[src/rtl/regfile_write_arbiter.sv]
// rtl/regfile_write_arbiter.sv - two-requester register-file write arbiter with 2-deep request FIFOs
// Optional REGFILE_ARB_ROUND_ROBIN_EN: round-robin tie-break instead of fixed MEM priority.

module regfile_arb_fifo (
  input  logic        clk,
  input  logic        rst_n,
  input  logic        push,
  input  logic [4:0]  push_rd,
  input  logic [31:0] push_data,
  input  logic        pop,
  output logic        full,
  output logic        empty,
  output logic [4:0]  head_rd,
  output logic [31:0] head_data,
  output logic [31:0] occ
);

  logic [1:0]  vld;
  logic [4:0]  rd_q   [2];
  logic [31:0] data_q [2];
  logic        wr_ptr;
  logic        rd_ptr;
  logic        push_en;
  logic        pop_en;

  assign full      = &vld;
  assign empty     = ~|vld;
  assign push_en   = push & ~full;
  assign pop_en    = pop & ~empty;
  assign head_rd   = rd_q[rd_ptr];
  assign head_data = data_q[rd_ptr];

  // Push and pop never target the same slot: that needs count 0 (no pop) or 2 (no push).
  always_ff @(posedge clk or negedge rst_n) begin
    if (!rst_n) begin
      vld       <= '0;
      wr_ptr    <= 1'b0;
      rd_ptr    <= 1'b0;
      rd_q[0]   <= '0;
      rd_q[1]   <= '0;
      data_q[0] <= '0;
      data_q[1] <= '0;
    end else begin
      if (pop_en) begin
        vld[rd_ptr] <= 1'b0;
        rd_ptr      <= ~rd_ptr;
      end
      if (push_en) begin
        vld[wr_ptr]    <= 1'b1;
        rd_q[wr_ptr]   <= push_rd;
        data_q[wr_ptr] <= push_data;
        wr_ptr         <= ~wr_ptr;
      end
    end
  end

  always_comb begin
    occ = '0;
    for (int i = 0; i < 2; i++) begin
      if (vld[i]) occ = occ | (32'd1 << rd_q[i]);
    end
  end

endmodule

module regfile_write_arbiter (
  input  logic        clk,
  input  logic        rst_n,
  input  logic        alu_valid,
  input  logic [4:0]  alu_rd,
  input  logic [31:0] alu_data,
  output logic        alu_ready,
  input  logic        mem_valid,
  input  logic [4:0]  mem_rd,
  input  logic [31:0] mem_data,
  output logic        mem_ready,
  output logic        we,
  output logic [4:0]  a3,
  output logic [31:0] wd3,
  output logic [31:0] pending
);

  logic        alu_full, alu_empty, mem_full, mem_empty;
  logic [4:0]  alu_head_rd, mem_head_rd, grant_rd;
  logic [31:0] alu_head_data, mem_head_data, grant_data;
  logic [31:0] alu_occ, mem_occ;
  logic        grant_alu, grant_mem, tie_to_mem;

  assign alu_ready = ~alu_full;
  assign mem_ready = ~mem_full;

  regfile_arb_fifo u_alu_fifo (
    .clk       (clk),
    .rst_n     (rst_n),
    .push      (alu_valid),
    .push_rd   (alu_rd),
    .push_data (alu_data),
    .pop       (grant_alu),
    .full      (alu_full),
    .empty     (alu_empty),
    .head_rd   (alu_head_rd),
    .head_data (alu_head_data),
    .occ       (alu_occ)
  );

  regfile_arb_fifo u_mem_fifo (
    .clk       (clk),
    .rst_n     (rst_n),
    .push      (mem_valid),
    .push_rd   (mem_rd),
    .push_data (mem_data),
    .pop       (grant_mem),
    .full      (mem_full),
    .empty     (mem_empty),
    .head_rd   (mem_head_rd),
    .head_data (mem_head_data),
    .occ       (mem_occ)
  );

`ifdef REGFILE_ARB_ROUND_ROBIN_EN
  logic last_grant_mem;

  assign tie_to_mem = ~last_grant_mem;

  always_ff @(posedge clk or negedge rst_n) begin
    if (!rst_n) begin
      last_grant_mem <= 1'b0;
    end else if (grant_alu | grant_mem) begin
      last_grant_mem <= grant_mem;
    end
  end
`else
  assign tie_to_mem = 1'b1;
`endif

  assign grant_mem  = ~mem_empty & (alu_empty | tie_to_mem);
  assign grant_alu  = ~alu_empty & ~grant_mem;
  assign grant_rd   = grant_mem ? mem_head_rd   : alu_head_rd;
  assign grant_data = grant_mem ? mem_head_data : alu_head_data;

  // x0 entries are consumed here but never reach the write port, so a3/wd3 keep their last value.
  always_ff @(posedge clk or negedge rst_n) begin
    if (!rst_n) begin
      we  <= 1'b0;
      a3  <= '0;
      wd3 <= '0;
    end else if ((grant_alu | grant_mem) && (grant_rd != 5'd0)) begin
      we  <= 1'b1;
      a3  <= grant_rd;
      wd3 <= grant_data;
    end else begin
      we  <= 1'b0;
    end
  end

  assign pending = (alu_occ | mem_occ | (we ? (32'd1 << a3) : 32'd0)) & ~32'd1;

endmodule

[config.mk]
export PLATFORM = sky130hd
export DESIGN_NAME = regfile_write_arbiter
export DESIGN_NICKNAME = d
export VERILOG_FILES = /design/src/rtl/regfile_write_arbiter.sv
export SDC_FILE = /design/constraint.sdc
export NUM_CORES = 1
export LEC_CHECK = 0
export CAP_MARGIN = 10
export CELL_PAD_IN_SITES_DETAIL_PLACEMENT = 0
export CELL_PAD_IN_SITES_GLOBAL_PLACEMENT = 1
export CORE_MARGIN = 2
export CORE_UTILIZATION = 43
export CTS_CLUSTER_SIZE = 24
export DETAILED_ROUTE_END_ITERATION = 10
export PLACE_DENSITY = 0.89
export SYNTH_ARGS = -nofsm -noshare
export SYNTH_HDL_FRONTEND = slang
export SYNTH_SLANG_ARGS = --single-unit
[constraint.sdc]
create_clock -name clk -period 2.9 [get_ports clk]
set_clock_uncertainty 0.15 [all_clocks]
set_input_delay 0.87 -clock clk [delete_from_list [all_inputs] [get_ports clk]]
set_output_delay 0.87 -clock clk [all_outputs]
set_load 0.03 [all_outputs]
* Word-level counts from Yosys, hierarchy flattened
Index checks and enable logic that the tools add are counted.
Widths: inputs -> output; s select.
** Word-level totals
- Bits in registers :: 194
- Word-level logic and storage cells :: 118
** Cells by class
- Magnitude comparators :: 14
- Shift operators :: 5
- Muxes and demuxes :: 44
- Bitwise logic cells :: 25
- Reductions and logical operators :: 13
** Operators with widths (count)
- $mux 32 :: 14
- $shl 1x5->32 const A :: 5
- $bwmux 64 :: 2
- $or 32x32->32 :: 4
- $demux 32 s1 :: 2
- $mux 5 :: 9
- $bwmux 10 :: 2
- $demux 5 s1 :: 2
- $ge 2x2->1 const B :: 4
- $lt 1x2->1 const B :: 4
- $mux 2 :: 4
- $not 1->2 :: 4
- $logic_and 1x1->1 :: 7
- $not 1->1 :: 6
- $mux 1 :: 5
- $reduce_bool 5->1 :: 1
- $and 1x1->1 :: 4
- $and 2x2->2 :: 2
- $demux 1 s1 :: 4
- $ge 1x1->1 const B :: 4
- $lt 2x1->1 const B :: 2
- $not 2->2 :: 2
- $or 2x2->2 :: 2
- $reduce_and 2->1 :: 2
- other kinds (3) :: 4

* Longest topological paths before layout
Gate-level depths: netlist (run 1).
- Depth in word-level cells :: 9
- Gate-level depth with buffers :: 7
- Depth with buffers taken out :: 4

* Modules after synthesis
A second synthesis (run 1) with hierarchy kept.
** Second synthesis, totals
- Cell total of the unflattened synthesis :: 777
- Area, all modules :: 10171.0 µm²
** By module, submodules not included
- regfile_arb_fifo :: times used 2, cells an instance 288, area an instance 3887.5 µm², seq. area each 1951.9 µm²
- regfile_write_arbiter :: times used 1, cells an instance 201, area an instance 2396.0 µm², seq. area each 950.9 µm²

* Least setup slack after synthesis (run 1)
No wires, ideal clock.
- Kind :: register to output
- From :: reg u_mem_fifo.vld[0]
- To :: out pending[2]
- Arrival :: 1.783 ns
- Path slack :: 0.097 ns
- Stages on the path, launching flop included :: 6
- Buffers on the path :: 2
- Path through :: dfrtp_1 > buf_2 > or3b_1 > clkbuf_1 > or4b_1 > nand3_1
** Between the ends
- Cells in the longest elaborated chain, start to end :: 5
** RTL lines
- start: declaration :: RTL line 18 : logic [1:0] vld;
- start signal: assignment :: RTL line 36 : vld <= '0;
- start signal: indexed assignment :: RTL line 45 : vld[rd_ptr] <= 1'b0;
- start signal: indexed assignment :: RTL line 49 : vld[wr_ptr] <= 1'b1;
- $mux 32 * :: RTL line 60 : if (vld[i]) occ = occ | (32'd1 << rd_q[i]);
- $or 32x32->32 :: RTL line 60
- $mux 32 * :: RTL line 60
- $or 32x32->32 * (2 in series) :: RTL line 156 : assign pending = (alu_occ | mem_occ | (we ? (32'd1 << a3) : 32'd0)) & ~32'd1;
- end: declaration :: RTL line 80 : output logic [31:0] pending
Mark *: on every way between the ends. The rest lies on a longest branch, timed or not.

* Worst setup path after layout (run 1)
- From :: reg u_mem_fifo.rd_q[9] in the netlist's numbering
- To :: out pending[22]
** Between the ends
- Cells in the longest elaborated chain, start to end :: 6
** RTL lines
- start: declaration :: RTL line 19 : logic [4:0] rd_q [2];
- start signal: indexed assignment :: RTL line 50 : rd_q[wr_ptr] <= push_rd;
- $shl 1x5->32 * :: RTL line 60
- $mux 32 * :: RTL line 60
- $or 32x32->32 :: RTL line 60
- $mux 32 * :: RTL line 60
- $or 32x32->32 * (2 in series) :: RTL line 156
Marked as above.

==> results of run 1 <==
-- power groups by stage --
stage | logic [mW] | registers, mW | clock network, mW
final | 9.32 | 5.28 | 2.32
after global routing | 9.97 | 5.46 | 2.50
after CTS | 9.07 | 5.24 | 2.39
after detailed placement | 8.58 | 5.29 | 0
after global placement | 8.46 | 5.21 | 0
after floorplan | 5.57 | 5.33 | 0
-- per-stage QoR --
stage | setup slack (ns) | setup TNS, ns | std cells | hold WS (ns)
after detailed placement | 0.226 | 0 | 1249 | 0.330
after CTS | -0.111 | -0.641 | 1302 | 0.240
after floorplan | 0.0972 | 0 | 836 | 0.317
after global routing | -0.146 | -2.55 | 1312 | 0.245
after global placement | 0.196 | 0 | 1249 | 0.323
final | -0.105 | -0.715 | 1313 | 0.239
-- what timing repair did --
action                                  CTS  global route
setup buffers                            22            10
endpoints found under the setup margin   32            32
pin swaps                                12            12
gates resized for setup                  57            51
-- routing by layer --
metal | part of all wire | vias to the layer above | GRT usage
met5 | 0 | - | 0
met4 | 0.024 | 0 | 0.0657
met3 | 0.056 | 49 | 0.0594
met2 | 0.49 | 220 | 0.379
met1 | 0.43 | 3772 | 0.285
li1 | - | 3456 | -
-- layout make-up --
class | instances | area (um^2)
fill | 1863 | 9540
multi-input combinational | 575 | 4930
sequential | 194 | 4880
timing repair buffer | 224 | 2190
clock buffer | 17 | 425
tap | 285 | 357
clock inverter | 14 | 155
inverter | 3 | 11.3
antenna | 1 | 2.50
-- cells in the final DEF (no fill, tap or decap), types with 6 or more instances in the layout --
cell type,Yosys,layout
dfrtp_1,194,170
mux2_2,155,155
clkdlybuf4s50_1,0,114
buf_4,1,85
a21oi_1,44,42
mux2i_1,39,39
nor2b_1,41,39
a211oi_1,37,36
o22ai_1,45,32
nor2_1,34,30
mux2_1,27,27
dfrtp_2,0,24
nand3b_1,20,20
clkbuf_16,0,18
nand2_1,17,17
o22ai_2,1,14
o21ai_1,0,13
buf_12,0,13
o21ai_0,25,12
or3b_4,0,12
buf_6,3,8
nand3_1,15,7
nand3_2,0,6
-- sequential cells by signal, indices dropped and copies added (netlist names) --
signal,count
u_alu_fifo.wr_ptr,1
u_alu_fifo.rd_ptr,1
u_alu_fifo.rd_q,10
a3,5
u_mem_fifo.data_q,64
wd3,32
u_mem_fifo.vld,2
u_mem_fifo.rd_q,10
u_mem_fifo.wr_ptr,1
u_mem_fifo.rd_ptr,1
u_alu_fifo.data_q,64
we,1
u_alu_fifo.vld,2
-- worst max-delay path: stages, from the launching register on --
cell and delay [ns]:
dfrtp_2 0.43, buf_4 0.16, nand3b_1 0.19, buf_6 0.18
o22ai_1 0.08, nor2_1 0.21, o21ai_1 0.12, buf_4 0.18
-- worst max path at each step --
stage / from / end / slack [ns] / cells after the start
floorplan: u_mem_fifo.vld[0] / pending[2] / 0.1 / 5
CTS: u_mem_fifo.vld[0] / pending[2] / -0.11 / 4
finish: u_mem_fifo.rd_q[9] / pending[22] / -0.11 / 7
global route: u_mem_fifo.rd_q[9] / pending[22] / -0.15 / 7
detailed placement: u_mem_fifo.rd_q[8] / pending[2] / 0.23 / 4
global placement: u_alu_fifo.rd_q[7] / pending[8] / 0.20 / 5
-- cell families (layout without fill, tap and decap cells) --
kind of cell | after synthesis | in the layout
flip-flops | 194 | 194
buffers and inverters | 67 | 258
multiplexers | 221 | 221
AND/OR/NAND/NOR | 178 | 178
AO/OA/AOI/OAI | 171 | 171
XOR/XNOR | 4 | 4
other | 1 | 2
==> results_dict.tcl, run 1 <==
set metrics [dict create \
    synth_commonest_cells "194 x dfrtp_1, 155 x mux2_2, 45 x o22ai_1, 44 x a21oi_1, 41 x nor2b_1" \
    drc 0 \
    seq_area_frac_synth 0.497 \
    num_rows 55 \
    timing.rr.start "u_alu_fifo.rd_q[0]" \
    endpoint_kind "output pin" \
    irDropWorstVdd_mv 0.815 \
    clock_latency_ns 0.43 \
    muxShareOfSynthArea 0.250 \
    vias_per_cell 5.71 \
    drt_iter0_drc 336 \
    required_ns 1.88 \
    grtUsageTotal 0.225 \
    dpl.hpwl_um 18400 \
    violations "negative setup slack" \
    dr_total_vias 7497 \
    path_clk_slew_ns 0.07 \
    gp_congestion 0.955 \
    synthesis.instances 836 \
    ys_ff_latch 194 \
    cts_tree "done" \
    synth_compound_area_frac 0.111 \
    r2r_cells 7 \
    yosysTopAreaCellShare 0.497 \
    combPwrFrac 0.551 \
    maxSlewViolCount 0 \
    cts_buffer_depth 2 \
    dieHeight_um 155 \
    htree_num_levels 4 \
    io_pins 150 \
    cts_num_sinks 194 \
    period_share 1.04 \
    core_mm2 0.0225 \
    yosysWarnings 0 \
    dieWidth_um 155 \
    p_int_mw 10.1 \
    net-switching-power_mw 6.86 \
    synth.avg_cell_area_um2 11.7 \
    r2r_end "wd3[11]" \
    finalSetupViolCount 17 \
    antenna_found_initial 1 \
    syn_to_final_growth_pct 32.6 \
    slew_headroom 0.525 \
    maxCapViolCount 0 \
    fin_util 0.576 \
    synth_ff_type "dfrtp_1" \
    finalHoldViolCount 0 \
    grt_max_degree 66 \
    cts_buffers 17 \
    worstSetupStartpointType "register" \
    power_density_mw_per_mm2 1310 \
    period_minus_slack_ns 3.01 \
    yosys.area_share.simple 0.108 \
    power_frac_clock 0.137 \
    synth_top_family_by_area "multiplexers" \
    worst_slack_ns -0.105 \
    placed_area_mm2 0.0118 \
    design_area_mm2 0.0130 \
    port_buffers 148 \
    leakage_nw 5.21 \
    p_seq_frac 0.312 \
    holdCritPathClass "in -> async" \
    async_flop_share 1.00 \
    p_total_mw 16.9 \
    synth_nets 914 \
    syn_area_mm2 0.00977 \
    synth-edff-count 0 \
    dr.pass1.iters 4 \
    synth_top_area_cell "dfrtp_1" \
    routed_wl_um 26700 \
    synth_most_common_cell "dfrtp_1" \
    max_freq_ghz 0.333 \
    synthAdderAreaFrac 0 \
    synth.distinct_cells 49 \
    dieArea_mm2 0.0239 \
    swShare 0.405 \
    status "finished, violations left" \
    arrival_ns 1.99 \
    ctsRootBufferMaster "clkbuf_16" \
    start_util 0.434 \
    drive_above_1_share 0.374 \
    wl_per_cell_um 20.3 \
    grt_pass1_vias 7735 \
    synth-xor-area-share 0.00359 \
    antenna_left 0 \
    crit_type "reg -> out" \
    r2r_setup_slack_ns 0.56 \
    grt_pass1_wl_um 42300 \
    nets 1093 \
    cts_hold_buf 0 \
    grt.overflow.total 0 \
    worst_pin_slew_ns 0.712 \
    rsz0062_at_grt "true" \
    critPathMaxFanout 7 \
    synth_area_leaders "dfrtp_1 50%, mux2_2 18%, mux2i_1 4.0%, mux2_1 3.1%, o22ai_1 2.9%" \
]
Note: power is estimated with default switching activity, not from simulation.
==> run 2: changes to the inputs <==
Settings changed: CORE_ASPECT_RATIO from default to 0.75, CORE_UTILIZATION 43 to 45, CTS_CLUSTER_SIZE 24 to default, PLACE_DENSITY 0.89 to 0.9, SYNTH_HIERARCHICAL from default to 1.
==> results_dict.tcl, run 2 <==
set metrics [dict create \
    status "finished, violations left" \
    violations "negative setup slack" \
    irDropWorstVdd_mv 0.870 \
    grt.overflow.total 0 \
    htree_num_levels 4 \
    routed_wl_um 27300 \
    start_util 0.459 \
    final_common_cell "mux2_2" \
    tns_ns -0.221 \
    yosysWarnings 6 \
    grt_pass1_wl_um 42000 \
    crit_type "reg -> out" \
    top_regs "u_alu_fifo/data_q x64, u_mem_fifo/data_q x64, wd3 x32" \
    finalSetupViolCount 9 \
    maxCapViolCount 0 \
    drive_above_1_share 0.541 \
    grtUsageTotal 0.229 \
    cts_num_sinks 194 \
    power_density_mw_per_mm2 1340 \
    port_buffers 148 \
    cts_hold_buf 0 \
    core_mm2 0.0221 \
    grt_pass1_vias 7558 \
    slew_headroom 0.499 \
    dpl.hpwl_um 18700 \
    vias_per_cell 5.56 \
    dr.pass1.iters 4 \
    holdCritPathClass "in -> async" \
    drt_iter0_drc 481 \
    antenna_left 0 \
    critPathMaxFanout 4 \
    num_rows 47 \
    synthesis.instances 775 \
    dieWidth_um 177 \
    cts_tree "done" \
    endpoint_kind "output pin" \
    rsz0062_at_grt "true" \
    maxSlewViolCount 0 \
    antenna_found_initial 2 \
    syn_area_mm2 0.0102 \
    synth_nets 853 \
    dieArea_mm2 0.0238 \
    io_pins 150 \
    r2r_setup_slack_ns 0.14 \
    synth.avg_cell_area_um2 13.1 \
    ctsRootBufferMaster "clkbuf_16" \
    worst_pin_slew_ns 0.750 \
    dp_slack_ns -0.00214 \
    path_clk_slew_ns 0.08 \
    period_share 1.02 \
    leakage_nw 5.86 \
    grt_max_degree 61 \
    wl_per_cell_um 21.2 \
    period_minus_slack_ns 2.97 \
    clock_latency_ns 0.43 \
    worst_slack_ns -0.0666 \
    gp_congestion 0.910 \
    worstSetupStartpointType "register" \
    dieHeight_um 134 \
    cts_buffers 17 \
    arrival_ns 1.95 \
    syn_to_final_growth_pct 33.6 \
    cts_buffer_depth 2 \
    fillCellCount 1742 \
    drc 0 \
    most-common-layout-cells "220 x mux2_2, 179 x dfrtp_1, 114 x clkdlybuf4s50_1" \
    dr_total_vias 7170 \
    required_ns 1.88 \
    finalHoldViolCount 0 \
    max_freq_ghz 0.337 \
    nets 1059 \
]
==> run 2: cell types whose count changed in the layout (fill, tap and decap cells not counted), sizes merged, moves of 17 or more <==
cell / before / now
o22ai: 46 / 63
mux2: 182 / 292
mux2i: 39 / 1
a21oi: 44 / 2
nor2b: 41 / 8
a211oi: 37 / 0
==> run 2: final cells by class <==
| type | instances | area (um^2) | area share |
|---|---|---|---|
| diodes | 1 | 2.50 | 0.000184 |
| clock buffers | 18 | 439 | 0.0324 |
| clock inverters | 14 | 183 | 0.0135 |
| inverters | 6 | 22.5 | 0.00166 |
| multi-input cells | 528 | 5480 | 0.404 |
| flip-flops and latches | 194 | 4870 | 0.359 |
| well taps | 294 | 368 | 0.0271 |
| repair buffers | 234 | 2210 | 0.163 |
==> run 2: per-layer routing <==
metal	vias to the layer above	GRT usage	wire [um]
li1	3264	-	-
met1	3648	0.317	12500
met2	222	0.357	12600
met3	34	0.0635	1680
met4	2	0.0583	486
met5	-	0	11
==> run 2: repair_timing <==
item                       CTS  global route
hold endpoints to repair     0             0
resized for setup          104            80
gates cloned                 0             0
setup endpoints to repair   33            31
pin swaps                    7            17
setup buffers               18            15
==> run 2: worst paths after layout <==
check	startpoint	end	cells past startpoint
worst max-delay path	u_alu_fifo/vld[0]	pending[31]	6
worst min-delay path	rst_n	wd3[11]	1
worst max register to register	u_alu_fifo/rd_ptr	wd3[15]	6
worst min register to register	u_alu_fifo/data_q[35]	u_alu_fifo/data_q[35]	1
max in group asynchronous	rst_n	u_alu_fifo/data_q[31]	2
min in group clk	u_alu_fifo/data_q[35]	u_alu_fifo/data_q[35]	1
==> run 2: worst max-delay path, cell delays in order, from the launching register on <==
cell and delay, ns:
dfrtp_1 0.41, buf_4 0.14, nand4_1 0.23, o22ai_1 0.29, nor2_1 0.09, o21ai_0 0.14
buf_4 0.22
==> run 2: report_power, final <==
group          leakage, nW  total, mW  internal, mW  switching, mW
Combinational         3.29       10.5          5.68           4.82
Clock                0.300       2.43          1.27           1.16
Sequential            2.27       5.20          4.17           1.03
Total                 5.86       18.1          11.1           7.01
==> run 2: metrics by stage <==
step	utilization	cell area (um^2)	power (mW)	cells	hold slack (ns)
final	0.614	13600	18.1	1289	0.254
after global routing	0.614	13600	19.1	1288	0.267
after CTS	0.597	13200	17.6	1273	0.261
after detailed placement	0.551	12200	14.6	1223	0.330
after global placement	0.551	12200	14.4	1223	0.317
after floorplan	-	10200	11.7	775	0.304
==> edit (config.mk and constraints of run 1) <==
Build with the macro `REGFILE_ARB_ROUND_ROBIN_EN` defined.
--- a/src/rtl/regfile_write_arbiter.sv
+++ b/src/rtl/regfile_write_arbiter.sv
@@ -2,2 +2,4 @@
 // Optional REGFILE_ARB_ROUND_ROBIN_EN: round-robin tie-break instead of fixed MEM priority.
+
+`define REGFILE_ARB_ROUND_ROBIN_EN
 
Behaviour: not the same (Yosys sat finds a counterexample within 4 cycles, from zero or initial values and one cycle with rst_n low).
==> edit against run 1 <==
  * Global-route usage is 1.4 points higher
  * Setup slack better by 76 ps
  * Sequential cell count is 1 higher
  * Die area is 1.9% higher
  * Total power is 8.9% higher
  * Wire length is 7.6% higher
  * Design area is 3.5% higher
  * Synthesized cell count is 0.36% lower
  * Synthesized area is 2.0% higher
  * The run still ends with negative setup slack left
  * Core utilization is 1.5 points higher
  * Cell count is 2.4% higher
  * Sequential share of layout area is 1.3 points lower
  * Combinational power is 18% higher
==> edit: results (changes against run 1) <==
* Status: finished, violations left (unchanged)
* Failing checks: negative setup slack (unchanged)
* Setup TNS at -54.2 ps (was -715 ps)
* Total GRT Usage at 23.9% (was 22.5%)
* # diodes at 0 (was 1)
* Post-synthesis compound-gate area fraction at 11.0% (was 11.1%)
* Synthesized area per cell at 12.0 um^2 (was 11.7 um^2)
* Final setup violation count at 3 (was 17)
* Placement Cell Area at 0.0122 mm^2 (was 0.0118 mm^2)
* WL final at 28.7 mm (was 26.7 mm)
* # fillers at 1,898 (was 1,863)
* Crit path largest cell delay at 670 ps (was 430 ps)
* Synth cell count leaders: dfrtp_1, mux2_2, mux2i_1, nor2b_1, a21oi_1 (was dfrtp_1, mux2_2, o22ai_1, a21oi_1, nor2b_1)
* Seq/Total Area, Yosys at 49.0% (was 49.7%)
* Setup slack after layout at -28.8 ps (was -105 ps)
* Leakage at 5.61 nW (was 5.21 nW)
* Pint at 10.9 mW (was 10.1 mW)
* Initial antenna violation count at 2 (was 1)
* Routed length per placed instance at 21.3 um (was 20.3 um)
* Top cells by area, synth: dfrtp_1, mux2_2, mux2_4 (was dfrtp_1, mux2_2, mux2i_1)
* Drt first-iter violations at 491 (was 336)
* Worst Reg-to-Reg Cells at 9 (was 7)
* Flop-to-flop setup slack at 280 ps (was 560 ps)
* Largest net degree at the start of global routing at 68 (was 66)
* CP max FO at 6 (was 7)
* Mux cell area share after synthesis at 25.8% (was 25.0%)
* Peak VDD IR at 0.962 mV (was 0.815 mV)
* Post-CTS Resized at 47 (was 57)
* Syn_nets at 911 (was 914)
* HPWL after DPL at 20.3 mm (was 18.4 mm)
* Part of the power in registers at 27.4% (was 31.2%)
* Post-Place Worst Slack at 184 ps (was 226 ps)
* Nets at 1,125 (was 1,093)
* First-pass GRT wire length at 44.8 mm (was 42.3 mm)
==> edit: layer usage <==
layer  vias up  GRT usage [%]  wire length (um)
li1       3514              -                 -
met5         -              0                13
met4         2           6.38               510
met1      3911           30.8             12400
met2       261           40.6             14100
met3        38           5.37              1760
==> edit: worst max-delay path: cells and delay by family (launching register included) <==
family                 cells  cell delay (ps)
buffers and inverters      4             1120
DFF                        1              370
==> edit: layout make-up <==
cell class,instances,share of cell area (%)
clock inverter,15,1.27
clock buffer,17,3.17
inverter,3,0.103
sequential,195,36.4
timing repair buffer,256,18.7
tap,285,2.66
multi-input combinational,574,37.7
==> edit: worst paths after layout <==
check,from,endpoint
setup / recovery,a3[4],a3[4]
hold / removal,rst_n,u_mem_fifo.data_q[47]
setup reg to reg,u_mem_fifo.vld[0],wd3[19]
hold reg to reg,u_mem_fifo.data_q[60],u_mem_fifo.data_q[60]
max in group asynchronous,rst_n,u_alu_fifo.data_q[14]
min in group clk,u_mem_fifo.data_q[60],u_mem_fifo.data_q[60]
